`src/rtl/seq_comparator_ctrl.sv`:
```
// Purpose: compares two W-bit unsigned words one 2-bit slice per clock, MSB pair first.
// Latency: done pulses n clocks after start is accepted (n = slices evaluated, 1..W/2).
// Backpressure: start is only sampled in IDLE; requests during RUN/DONE are dropped, not queued.
module seq_comparator_ctrl #(
   parameter int W          = 8,
   parameter bit EARLY_EXIT = 1'b1,
   localparam int N         = W / 2,
   localparam int CW        = $clog2(W / 2) + 1
) (
   input  logic          clk,
   input  logic          rst,
   input  logic          start,
   input  logic [W-1:0]  a,
   input  logic [W-1:0]  b,
   output logic          busy,
   output logic          done,
   output logic          f1,
   output logic          f2,
   output logic          f3,
   output logic [CW-1:0] cycles
);

   typedef enum logic [1:0] {
      S_IDLE = 2'd0,
      S_RUN  = 2'd1,
      S_DONE = 2'd2
   } state_t;

   localparam logic [CW-1:0] LAST_K = CW'(N);

   state_t          state_q;
   // Operands are shifted left by one pair per RUN clock, so the slice
   // under evaluation is always the top two bits.
   logic [W-1:0]    a_q;
   logic [W-1:0]    b_q;
   logic [CW-1:0]   cnt_q;
   // First unequal slice seen so far (only consulted when EARLY_EXIT=0).
   logic            rec_vld_q;
   logic            rec_gt_q;
   logic            busy_q;
   logic            done_q;
   logic            f1_q;
   logic            f2_q;
   logic            f3_q;
   logic [CW-1:0]   cycles_q;

   logic [1:0]      pair_a_d;
   logic [1:0]      pair_b_d;
   logic            pair_gt_d;
   logic            pair_lt_d;
   logic            pair_ne_d;
   logic [CW-1:0]   k_d;
   logic            last_d;
   logic            res_gt_d;
   logic            res_lt_d;

   // Comparator slice plus final-result selection for the last slice.
   always_comb begin
      pair_a_d  = a_q[W-1 -: 2];
      pair_b_d  = b_q[W-1 -: 2];
      pair_gt_d = (pair_a_d > pair_b_d);
      pair_lt_d = (pair_a_d < pair_b_d);
      pair_ne_d = pair_gt_d | pair_lt_d;
      k_d       = cnt_q + CW'(1);
      last_d    = (k_d == LAST_K);
      res_gt_d  = 1'b0;
      res_lt_d  = 1'b0;
      if (rec_vld_q) begin
         res_gt_d = rec_gt_q;
         res_lt_d = ~rec_gt_q;
      end else begin
         res_gt_d = pair_gt_d;
         res_lt_d = pair_lt_d;
      end
   end

   // Sequencing FSM with all outputs registered; reset aborts any job in flight.
   always_ff @(posedge clk or posedge rst) begin
      if (rst) begin
         state_q   <= S_IDLE;
         a_q       <= '0;
         b_q       <= '0;
         cnt_q     <= '0;
         rec_vld_q <= 1'b0;
         rec_gt_q  <= 1'b0;
         busy_q    <= 1'b0;
         done_q    <= 1'b0;
         f1_q      <= 1'b0;
         f2_q      <= 1'b0;
         f3_q      <= 1'b0;
         cycles_q  <= '0;
      end else begin
         case (state_q)
            S_IDLE: begin
               done_q <= 1'b0;
               if (start) begin
                  a_q       <= a;
                  b_q       <= b;
                  cnt_q     <= '0;
                  rec_vld_q <= 1'b0;
                  rec_gt_q  <= 1'b0;
                  f1_q      <= 1'b0;
                  f2_q      <= 1'b0;
                  f3_q      <= 1'b0;
                  cycles_q  <= '0;
                  busy_q    <= 1'b1;
                  state_q   <= S_RUN;
               end
            end
            S_RUN: begin
               a_q   <= a_q << 2;
               b_q   <= b_q << 2;
               cnt_q <= k_d;
               if (EARLY_EXIT && pair_ne_d) begin
                  f1_q     <= pair_gt_d;
                  f2_q     <= 1'b0;
                  f3_q     <= pair_lt_d;
                  cycles_q <= k_d;
                  done_q   <= 1'b1;
                  state_q  <= S_DONE;
               end else if (last_d) begin
                  f1_q     <= res_gt_d;
                  f2_q     <= ~(res_gt_d | res_lt_d);
                  f3_q     <= res_lt_d;
                  cycles_q <= k_d;
                  done_q   <= 1'b1;
                  state_q  <= S_DONE;
               end else if (pair_ne_d && !rec_vld_q) begin
                  rec_vld_q <= 1'b1;
                  rec_gt_q  <= pair_gt_d;
               end
            end
            S_DONE: begin
               done_q  <= 1'b0;
               busy_q  <= 1'b0;
               state_q <= S_IDLE;
            end
            default: begin
               done_q  <= 1'b0;
               busy_q  <= 1'b0;
               state_q <= S_IDLE;
            end
         endcase
      end
   end

   assign busy   = busy_q;
   assign done   = done_q;
   assign f1     = f1_q;
   assign f2     = f2_q;
   assign f3     = f3_q;
   assign cycles = cycles_q;

endmodule

```
`config.mk`:
```
export PLATFORM = sky130hd
export DESIGN_NAME = seq_comparator_ctrl
export DESIGN_NICKNAME = d
export VERILOG_FILES = /design/src/rtl/seq_comparator_ctrl.sv
export SDC_FILE = /design/constraint.sdc
export NUM_CORES = 1
export LEC_CHECK = 0
export ABC_AREA = 1
export CAP_MARGIN = 0
export CORE_MARGIN = 2
export CORE_UTILIZATION = 35
export CTS_CLUSTER_DIAMETER = 200
export DETAILED_ROUTE_END_ITERATION = 12
export SETUP_SLACK_MARGIN = 0.02
export SLEW_MARGIN = 25
export SYNTH_ARGS = -nofsm -noshare
export SYNTH_HDL_FRONTEND = slang
export SYNTH_SLANG_ARGS = --single-unit
```
`constraint.sdc`:
```
create_clock -name clk -period 1.9 [get_ports clk]
set_input_delay 0.285 -clock clk [delete_from_list [all_inputs] [get_ports clk]]
set_output_delay 0.285 -clock clk [all_outputs]
set_load 0.01 [all_outputs]
```
==> out/results.txt, run 1 <==
Syn-to-layout area delta - 26.3%
Initial Util - 36.1%
Clk root buf - clkbuf_8
First-pass GRT wire length - 4.99 mm
Hold Fails Final Rpt - 0
CP Capture Type - register
EDFF count, synth - 0
Cell variety after synth - 21
Reg-to-reg slack, setup - 440 ps
WHS - 395 ps
Async set-reset flop share out of synthesis - 100%
Most frequent cell after synthesis - nand2_1
Max VDD drop - 0.534 mV
Design area - 1800 um2
Htree depth - 2
RSZ-0062 raised after global routing - no
Simple-Gate Fraction of Synth Area - 21.0%
Core area - 3940 um2
Worst path bufs/invs - 1
Compound-cell area share of the yosys netlist - 12.8%
Register area share after synthesis - 54.5%
Die Area - 4590 um2
Gp weighted congestion - 0.829
Min Tclk post-route - 1460 ps
# hold bufs at CTS - 0
Worst R2R End - f2$_DFFE_PP0P_
CTS tree - yes
# diodes - 0
Synth top area share - 54.5%
Vias in the first global route - 1150
Worst clock skew - 2.10 ps
Site Rows - 23
Max-slew violations - 0
Outcome - finished, final reports clean
DP HPWL - 1.93 mm
Synthesized area - 1420 um2
Hold Path Class - input port to async pin
Post-synth top cells - nand2_1 (43), dfrtp_1 (31), inv_1 (17), nor2_1 (15), a21oi_1 (14)
Placed cells - 238
Crit start category - register
Tightest Pin Transition - 431 ps
Crit path kind - register to register
Post-DR wirelength/cell - 11.4 um
Via Count - 1124
Cells after synthesis - 165
Clock Tree Buf Depth - 2
Final Setup Violations - 0
Yosys top cell by area - dfrtp_1
Sink Count - 31
Share of layout cells above drive strength 1 - 7.73%
Area share of fa/ha/maj cells after synthesis - 3.52%
Reg clk slew, reported paths - 60 ps
Top-Level Pins - 27
CP cell instances - inv_1 > ha_1 > nand2_1 > a21oi_2 > nand3_1 > nand2_4 > nand2_1 > nand2_1
LEAKAGE - 0.845 nW
Largest family of logic cells by synthesized area - simple AND/OR/NAND/NOR gates
Top post-synthesis cells by area - dfrtp_1 (55%), nand2_1 (11%), a21oi_1 (4.9%)
Layout Nets - 218
Clk_lat worst skew - 280 ps
Worst r2r path cells - 8
Total CTS buffers - 5
Post-synthesis xor/xnor area fraction - 0%
Die Wd - 67.8 um
DR iter-0 viols - 40
# DRC - 0
Post-route insts no fill - 244
WP depth - 8
CP required - 2120 ps
# resized after CTS - 0
Syn avg cell area - 8.62 um2
Most used cell along the critical path - nand2_1
Fmax - 683 MHz
TritonRoute pass-1 iters - 4
PnR worst setup slack - 436 ps
Largest net degree at the start of global routing - 32
All-Layer GR Usage - 14.9%
CP top delay family - simple AND/OR/NAND/NOR gates
Flops & latches, synth - 31
CP Max Fanout - 6
Antenna viol nets, final - 0
Max-slew headroom - 71.2%
Period utilisation layout - 77.0%
Initial antenna violation count - 0
Overflow after GRT - 0
Syn_nets - 188
Cell Area, Placed - 1720 um2
Vias per cell - 4.61
Port buffer count - 26
Slowest cell on crit path - dfrtp_1
Top_reg_cell synth - dfrtp_1
Cell Pwr Density - 1540 nW/um2
Worst flop-to-flop path startpoint - b_q[7]$_DFFE_PP0P_
Place WS - 338 ps
WP data arrival - 1680 ps
Die height - 67.8 um
Synth warnings - 0
Worst stage delay on the critical path - 350 ps
Final wirelength - 2.77 mm
Max-Cap Viols - 0
Post-CTS setup buffer count - 0
TNS Setup - 0 ps
Portion of netlist area occupied by mux cells - 0%
==> cells in the final DEF (no fill, tap or decap) <==
| master | Yosys | final |
|---|---|---|
| clkbuf_8 | 0 | 5 |
| buf_4 | 3 | 3 |
| o21ai_0 | 13 | 13 |
| o31ai_1 | 1 | 1 |
| nand2_1 | 43 | 43 |
| dfrtp_1 | 31 | 31 |
| ha_1 | 4 | 4 |
| nor2_1 | 15 | 15 |
| nand2_2 | 1 | 1 |
| clkdlybuf4s50_1 | 0 | 26 |
| clkbuf_1 | 0 | 1 |
| nand3_1 | 6 | 6 |
| o21ai_1 | 5 | 5 |
| inv_2 | 2 | 2 |
| o22ai_1 | 1 | 1 |
| nor2_4 | 1 | 1 |
| nand2_4 | 1 | 1 |
| nand3_2 | 1 | 1 |
| inv_1 | 17 | 17 |
| nand4_1 | 2 | 2 |
| a21oi_1 | 14 | 14 |
| a21oi_2 | 1 | 1 |
==> flip-flops by register name, indices dropped and copies added, names as in the netlist <==
register and cells:
cnt_q 3, f3 1, f1 1, rec_vld_q 1, rec_gt_q 1, a_q 8
cycles 3, b_q 8, f2 1, busy 1, state_q 2, done 1
==> worst min-delay path, cell delays in order <==
cell	delay, ps
clkdlybuf4s50_1	400
inv_1	50
buf_4	350
==> cells by family after synthesis <==
family | Yosys count
AO/OA/AOI/OAI | 35
adder cells (fa/ha/maj) | 4
buffers and inverters | 25
flip-flops | 31
AND/OR/NAND/NOR | 70
==> per-layer routing <==
layer	global-route usage (%)	part of all wire [%]
met1	18.5	46
met2	23.5	46
met3	5.50	6.2
met4	5.36	1.3
met5	0	0
==> per-stage QoR <==
step                      total power, mW  utilization, %
final                                2.77            45.6
after global routing                 3.06            45.6
after CTS                            2.82            45.6
after detailed placement             2.34            43.7
after global placement               2.30            43.7
after floorplan                      2.00               -
==> final cells by class <==
class | count | area, um2
clock buffer | 6 | 72.6
fill | 371 | 2150
inverter | 19 | 71.3
multi-input combinational | 109 | 532
sequential | 31 | 776
tap | 50 | 62.6
timing repair buffer | 29 | 283
==> power breakdown <==
part	leakage, nW	switching (mW)	internal, mW	total, mW
clock	0.0371	0.220	0.243	0.463
combinational	0.420	0.734	0.482	1.22
sequential	0.389	0.148	0.943	1.09
total	0.845	1.10	1.67	2.77
==> worst max-delay path by stage <==
stage	slack (ps)	start	end
floorplan	590	a_q[7]$_DFFE_PP0P_	done$_DFFE_PP0P_
global placement	370	start	f1$_DFFE_PP0P_
detailed placement	340	start	f2$_DFFE_PP0P_
CTS	400	b_q[7]$_DFFE_PP0P_	f2$_DFFE_PP0P_
global route	250	b_q[7]$_DFFE_PP0P_	f1$_DFFE_PP0P_
finish	440	b_q[7]$_DFFE_PP0P_	f2$_DFFE_PP0P_
Note: power is estimated with default switching activity, not from simulation.
==> run 2, diff against run 1 <==
==> constraint.sdc (replaced) <==
create_clock -name clk -period 1.2 [get_ports clk]
set_input_delay 0.18 -clock clk [delete_from_list [all_inputs] [get_ports clk]]
set_output_delay 0.18 -clock clk [all_outputs]
set_load 0.01 [all_outputs]
==> run 2 against run 1 <==
Net effect: sequential power increased by 58%; critical endpoint is now f3$_DFFE_PP0P_; worst hold slack got worse by 150 ps; non-clock buffer count increased by 15; die area unchanged; first-iteration DRC count increased by 110%; largest cell class unchanged; the run now ends with negative setup slack left; wire length increased by 8.4%; worst setup slack got worse by 580 ps; global-route usage increased by 0.13 points.
==> out/results.txt, run 2 (synthesis results as in run 1) <==
Outcome - finished with violations
Failing checks - negative setup slack
WHS - 246 ps
Total CTS buffers - 5
Worst stage delay on the critical path - 410 ps
Tightest Pin Transition - 185 ps
Clk_lat worst skew - 280 ps
Max-Cap Viols - 0
CP top delay family - flip-flops
Initial Util - 36.1%
CTS tree - yes
Final wirelength - 3.01 mm
Sequential cell area - 776 um2
Sink Count - 31
Worst path bufs/invs - 1
CP required - 1370 ps
Biggest regs - a_q x8, b_q x8
All-Layer GR Usage - 15.0%
CP cell instances - ha_4 > nand2_2 > a21oi_4 > buf_4 > a21oi_2 > nand2_1 > nand2_1
RSZ-0062 raised after global routing - yes
Filler cells - 371
WP data arrival - 1510 ps
Fmax - 746 MHz
Post-route insts no fill - 261
Max-slew headroom - 87.6%
Initial antenna violation count - 0
Overflow after GRT - 0
TritonRoute pass-1 iters - 4
DR iter-0 viols - 83
Crit start category - register
Share of layout cells above drive strength 1 - 19.4%
CP Capture Type - register
Clk root buf - clkbuf_8
Period utilisation layout - 112%
CP Max Fanout - 3
Die Area - 4590 um2
Gp weighted congestion - 0.729
Vias in the first global route - 1150
Post-DR wirelength/cell - 11.5 um
Antenna viol nets, final - 0
Placed cells - 249
DP HPWL - 2.22 mm
Largest net degree at the start of global routing - 32
Clock Tree Buf Depth - 2
Layout Nets - 233
Hold Path Class - input port to async pin
TNS Setup - -961 ps
Vias per cell - 4.66
# DRC - 0
Most used cell along the critical path - nand2_1
PnR worst setup slack - -141 ps
Commonest non-fill, non-tap cells in the layout - nand2_1 (40), dfrtp_1 (31), clkdlybuf4s50_1 (18)
Die Wd - 67.8 um
Crit path kind - register to register
First-pass GRT wire length - 5.13 mm
Via Count - 1217
Min Tclk post-route - 1340 ps
Max-slew violations - 0
Core area - 3940 um2
Slowest cell on crit path - dfrtp_1
Top-Level Pins - 27
# diodes - 0
Worst clock skew - 7.73 ps
Multi-input logic area - 581 um2
Cell Pwr Density - 2600 nW/um2
Final Setup Violations - 9
Htree depth - 2
Site Rows - 23
Reg clk slew, reported paths - 70 ps
Die height - 67.8 um
Port buffer count - 26
Hold Fails Final Rpt - 0
Max VDD drop - 0.962 mV
Most common cell after layout, fill and taps aside - nand2_1
LEAKAGE - 0.975 nW
Syn-to-layout area delta - 41.8%
-- run 2: timing repair --
item / 4_1_cts / 5_1_grt
buffers inserted: 1 / 3
gates resized for setup: 20 / 6
endpoints found under the setup margin: 21 / 22
pin swaps: 8 / 4
gates cloned: 0 / 0
hold buffers: 0 / 0
-- run 2: final timing paths --
kind / slack [ps] / start / cells after the start / endpoint
setup / recovery: -140 / a_q[7]$_DFFE_PP0P_ / 7 / f3$_DFFE_PP0P_
hold / removal: 250 / rst / 3 / done$_DFFE_PP0P_
setup reg to reg: -140 / a_q[7]$_DFFE_PP0P_ / 7 / f3$_DFFE_PP0P_
hold reg to reg: 460 / cycles[0]$_DFFE_PP0P_ / 2 / cycles[0]$_DFFE_PP0P_
max in group asynchronous: 790 / rst / 3 / rec_gt_q$_DFFE_PP0P_
min in group clk: 450 / b[1] / 3 / b_q[1]$_DFFE_PP0P_
-- run 2: final cells by class --
class,count,area share [%]
sequential,31,38.5
timing repair buffer,44,21.2
inverter,19,3.54
tap,50,3.10
multi-input combinational,109,28.8
clock buffer,8,4.96
-- run 2: where the power goes --
part | switching, mW | internal (mW) | leakage [nW]
Clock | 0.372 | 0.523 | 0.0515
Combinational | 1.41 | 1.21 | 0.535
Sequential | 0.227 | 1.49 | 0.389
Total | 2.00 | 3.23 | 0.975
-- run 2: metal layers --
layer,GRT usage [%],vias to the layer above,share of wire (%)
met3,5.00,2,4.3
li1,-,617,-
met4,3.83,0,0.97
met2,25.2,27,47
met1,18.4,571,47
met5,0,-,0
-- run 2: per-stage QoR --
step                area, um2  util (%)  setup slack [ps]  power [mW]
floorplan                1420         -              -110        3.17
global placement         1840      46.8              -191        4.05
detailed placement       1840      46.8              -232        4.11
CTS                      1990      50.4              -164        5.22
global route             2020      51.2              -228        5.67
finish                   2020      51.2              -141        5.24
-- run 2: worst register-to-register path, stage by stage, from the launching register on --
cell and delay, ps:
dfrtp_1 410, ha_4 300, nand2_2 70, a21oi_4 160
buf_4 140, a21oi_2 50, nand2_1 60, nand2_1 40
==> run 3, diff against run 2 <==
--- a/config.mk
+++ b/config.mk
@@ -11,7 +11,6 @@
 export CORE_UTILIZATION = 35
 export CTS_CLUSTER_DIAMETER = 200
 export DETAILED_ROUTE_END_ITERATION = 12
-export SETUP_SLACK_MARGIN = 0.02
 export SLEW_MARGIN = 25
 export SYNTH_ARGS = -nofsm -noshare
 export SYNTH_HDL_FRONTEND = slang
==> run 3 against run 2 <==
Net effect: the run still ends with negative setup slack left; wire length is essentially flat; sequential power is essentially flat; non-clock buffer count is the same; via count grew 0.33%; critical path depth is the same; fmax is essentially flat; cell count is the same; die area is the same; critical endpoint unchanged; largest power group unchanged.
==> out/results.txt, run 3 (synthesis results as in run 1) <==
Min Tclk post-route - 1340 ps
Initial antenna violation count - 0
CP Max Fanout - 3
Biggest regs - a_q x8, b_q x8
Reg clk slew, reported paths - 70 ps
Final wirelength - 3.01 mm
Final Setup Violations - 9
Gp weighted congestion - 0.729
Cell Area, Placed - 1840 um2
Commonest non-fill, non-tap cells in the layout - nand2_1 (40), dfrtp_1 (31), clkdlybuf4s50_1 (18)
Fmax - 745 MHz
Syn-to-layout area delta - 41.9%
Crit path from - a_q[7]$_DFFE_PP0P_
Clk_lat worst skew - 280 ps
Clk root buf - clkbuf_8
# hold bufs at CTS - 0
Post-DR wirelength/cell - 11.5 um
LEAKAGE - 0.972 nW
Outcome - finished with violations
DR iter-0 viols - 74
Max-slew headroom - 87.6%
Max VDD drop - 0.961 mV
All-Layer GR Usage - 15.0%
Site Rows - 23
Sink Count - 31
Htree depth - 2
Max-Cap Viols - 0
# diodes - 0
Share of layout cells above drive strength 1 - 19.0%
Core area - 3940 um2
Via Count - 1221
Clock Tree Buf Depth - 2
Cell Pwr Density - 2590 nW/um2
Crit start category - register
CTS tree - yes
WHS - 247 ps
Die Area - 4590 um2
Tightest Pin Transition - 184 ps
PnR worst setup slack - -142 ps
Port buffer count - 26
Vias per cell - 4.68
Design area - 2020 um2
CP required - 1370 ps
Top-Level Pins - 27
Worst r2r path cells - 7
Die height - 67.8 um
Worst flop-to-flop path startpoint - a_q[7]$_DFFE_PP0P_
Antenna viol nets, final - 0
Reg-to-reg slack, setup - -140 ps
Vias in the first global route - 1150
Failing checks - negative setup slack
Max-slew violations - 0
Initial Util - 36.1%
Overflow after GRT - 0
Layout Nets - 233
Largest net degree at the start of global routing - 32
DP HPWL - 2.22 mm
Hold Fails Final Rpt - 0
Die Wd - 67.8 um
Period utilisation layout - 112%
RSZ-0062 raised after global routing - yes
Crit path kind - register to register
WP data arrival - 1510 ps
TritonRoute pass-1 iters - 4
Most common cell after layout, fill and taps aside - nand2_1
Worst clock skew - 7.63 ps
# DRC - 0
Worst R2R End - f3$_DFFE_PP0P_
First-pass GRT wire length - 5.13 mm
Hold Path Class - input port to async pin
Total CTS buffers - 5
CP Capture Type - register
==> run 3: cell types whose count changed in the layout (fill, tap and decap cells not counted) <==
| cell | delta |
|---|---|
| clkinvlp_4 | +1 |
| ha_1 | +1 |
| ha_2 | -1 |
| inv_2 | -1 |
| o21ai_0 | +1 |
| o21ai_1 | -1 |
==> run 3: metal layers <==
metal	vias up	share of wire [%]	track usage (%)
met3	2	4.8	5.00
met4	0	0.96	3.83
met5	-	0	0
li1	616	-	-
met2	27	47	25.2
met1	576	47	18.5
==> run 3: what timing repair did <==
action / CTS / global route
gates resized for setup: 18 / 6
buffers inserted: 1 / 3
endpoints found under the setup margin: 17 / 27
pin swaps: 8 / 4
==> run 3: how the worst max path moves through the flow <==
| stage | endpoint | slack [ps] | cells past startpoint |
|---|---|---|---|
| 3_5_place_dp | done$_DFFE_PP0P_ | -230 | 6 |
| 2_1_floorplan | done$_DFFE_PP0P_ | -110 | 6 |
| 6_report | f3$_DFFE_PP0P_ | -140 | 7 |
| 4_1_cts | f2$_DFFE_PP0P_ | -160 | 7 |
| 3_3_place_gp | done$_DFFE_PP0P_ | -190 | 6 |
| 5_1_grt | f3$_DFFE_PP0P_ | -230 | 7 |
==> run 3: through the flow <==
stage	TNS, ps	utilization [%]	power (mW)	std cells	worst slack [ps]
floorplan	-754	-	3.17	165	-110
global placement	-3320	46.8	4.05	249	-191
detailed placement	-3800	46.8	4.11	249	-232
CTS	-1130	50.4	5.21	258	-164
global route	-2050	51.2	5.67	261	-228
finish	-977	51.2	5.23	261	-142
==> run 3: power by group <==
group,leakage [nW],internal (mW),total (mW),switching [mW]
clock,0.0515,0.523,0.894,0.371
sequential,0.389,1.49,1.72,0.225
combinational,0.532,1.21,2.62,1.41
==> run 3: critical path: stages (launching register included) <==
cell and delay [ps]:
dfrtp_1 410, ha_4 300, nand2_2 70, a21oi_4 160, buf_4 140, a21oi_2 50, nand2_1 60, nand2_1 40
==> run 3: layout make-up <==
class / instances / area, um2
flip-flops and latches: 31 / 776
multi-input cells: 109 / 578
fillers: 368 / 1920
inverters: 19 / 75.1
clock buffers: 8 / 100
repair buffers: 44 / 427
well taps: 50 / 62.6
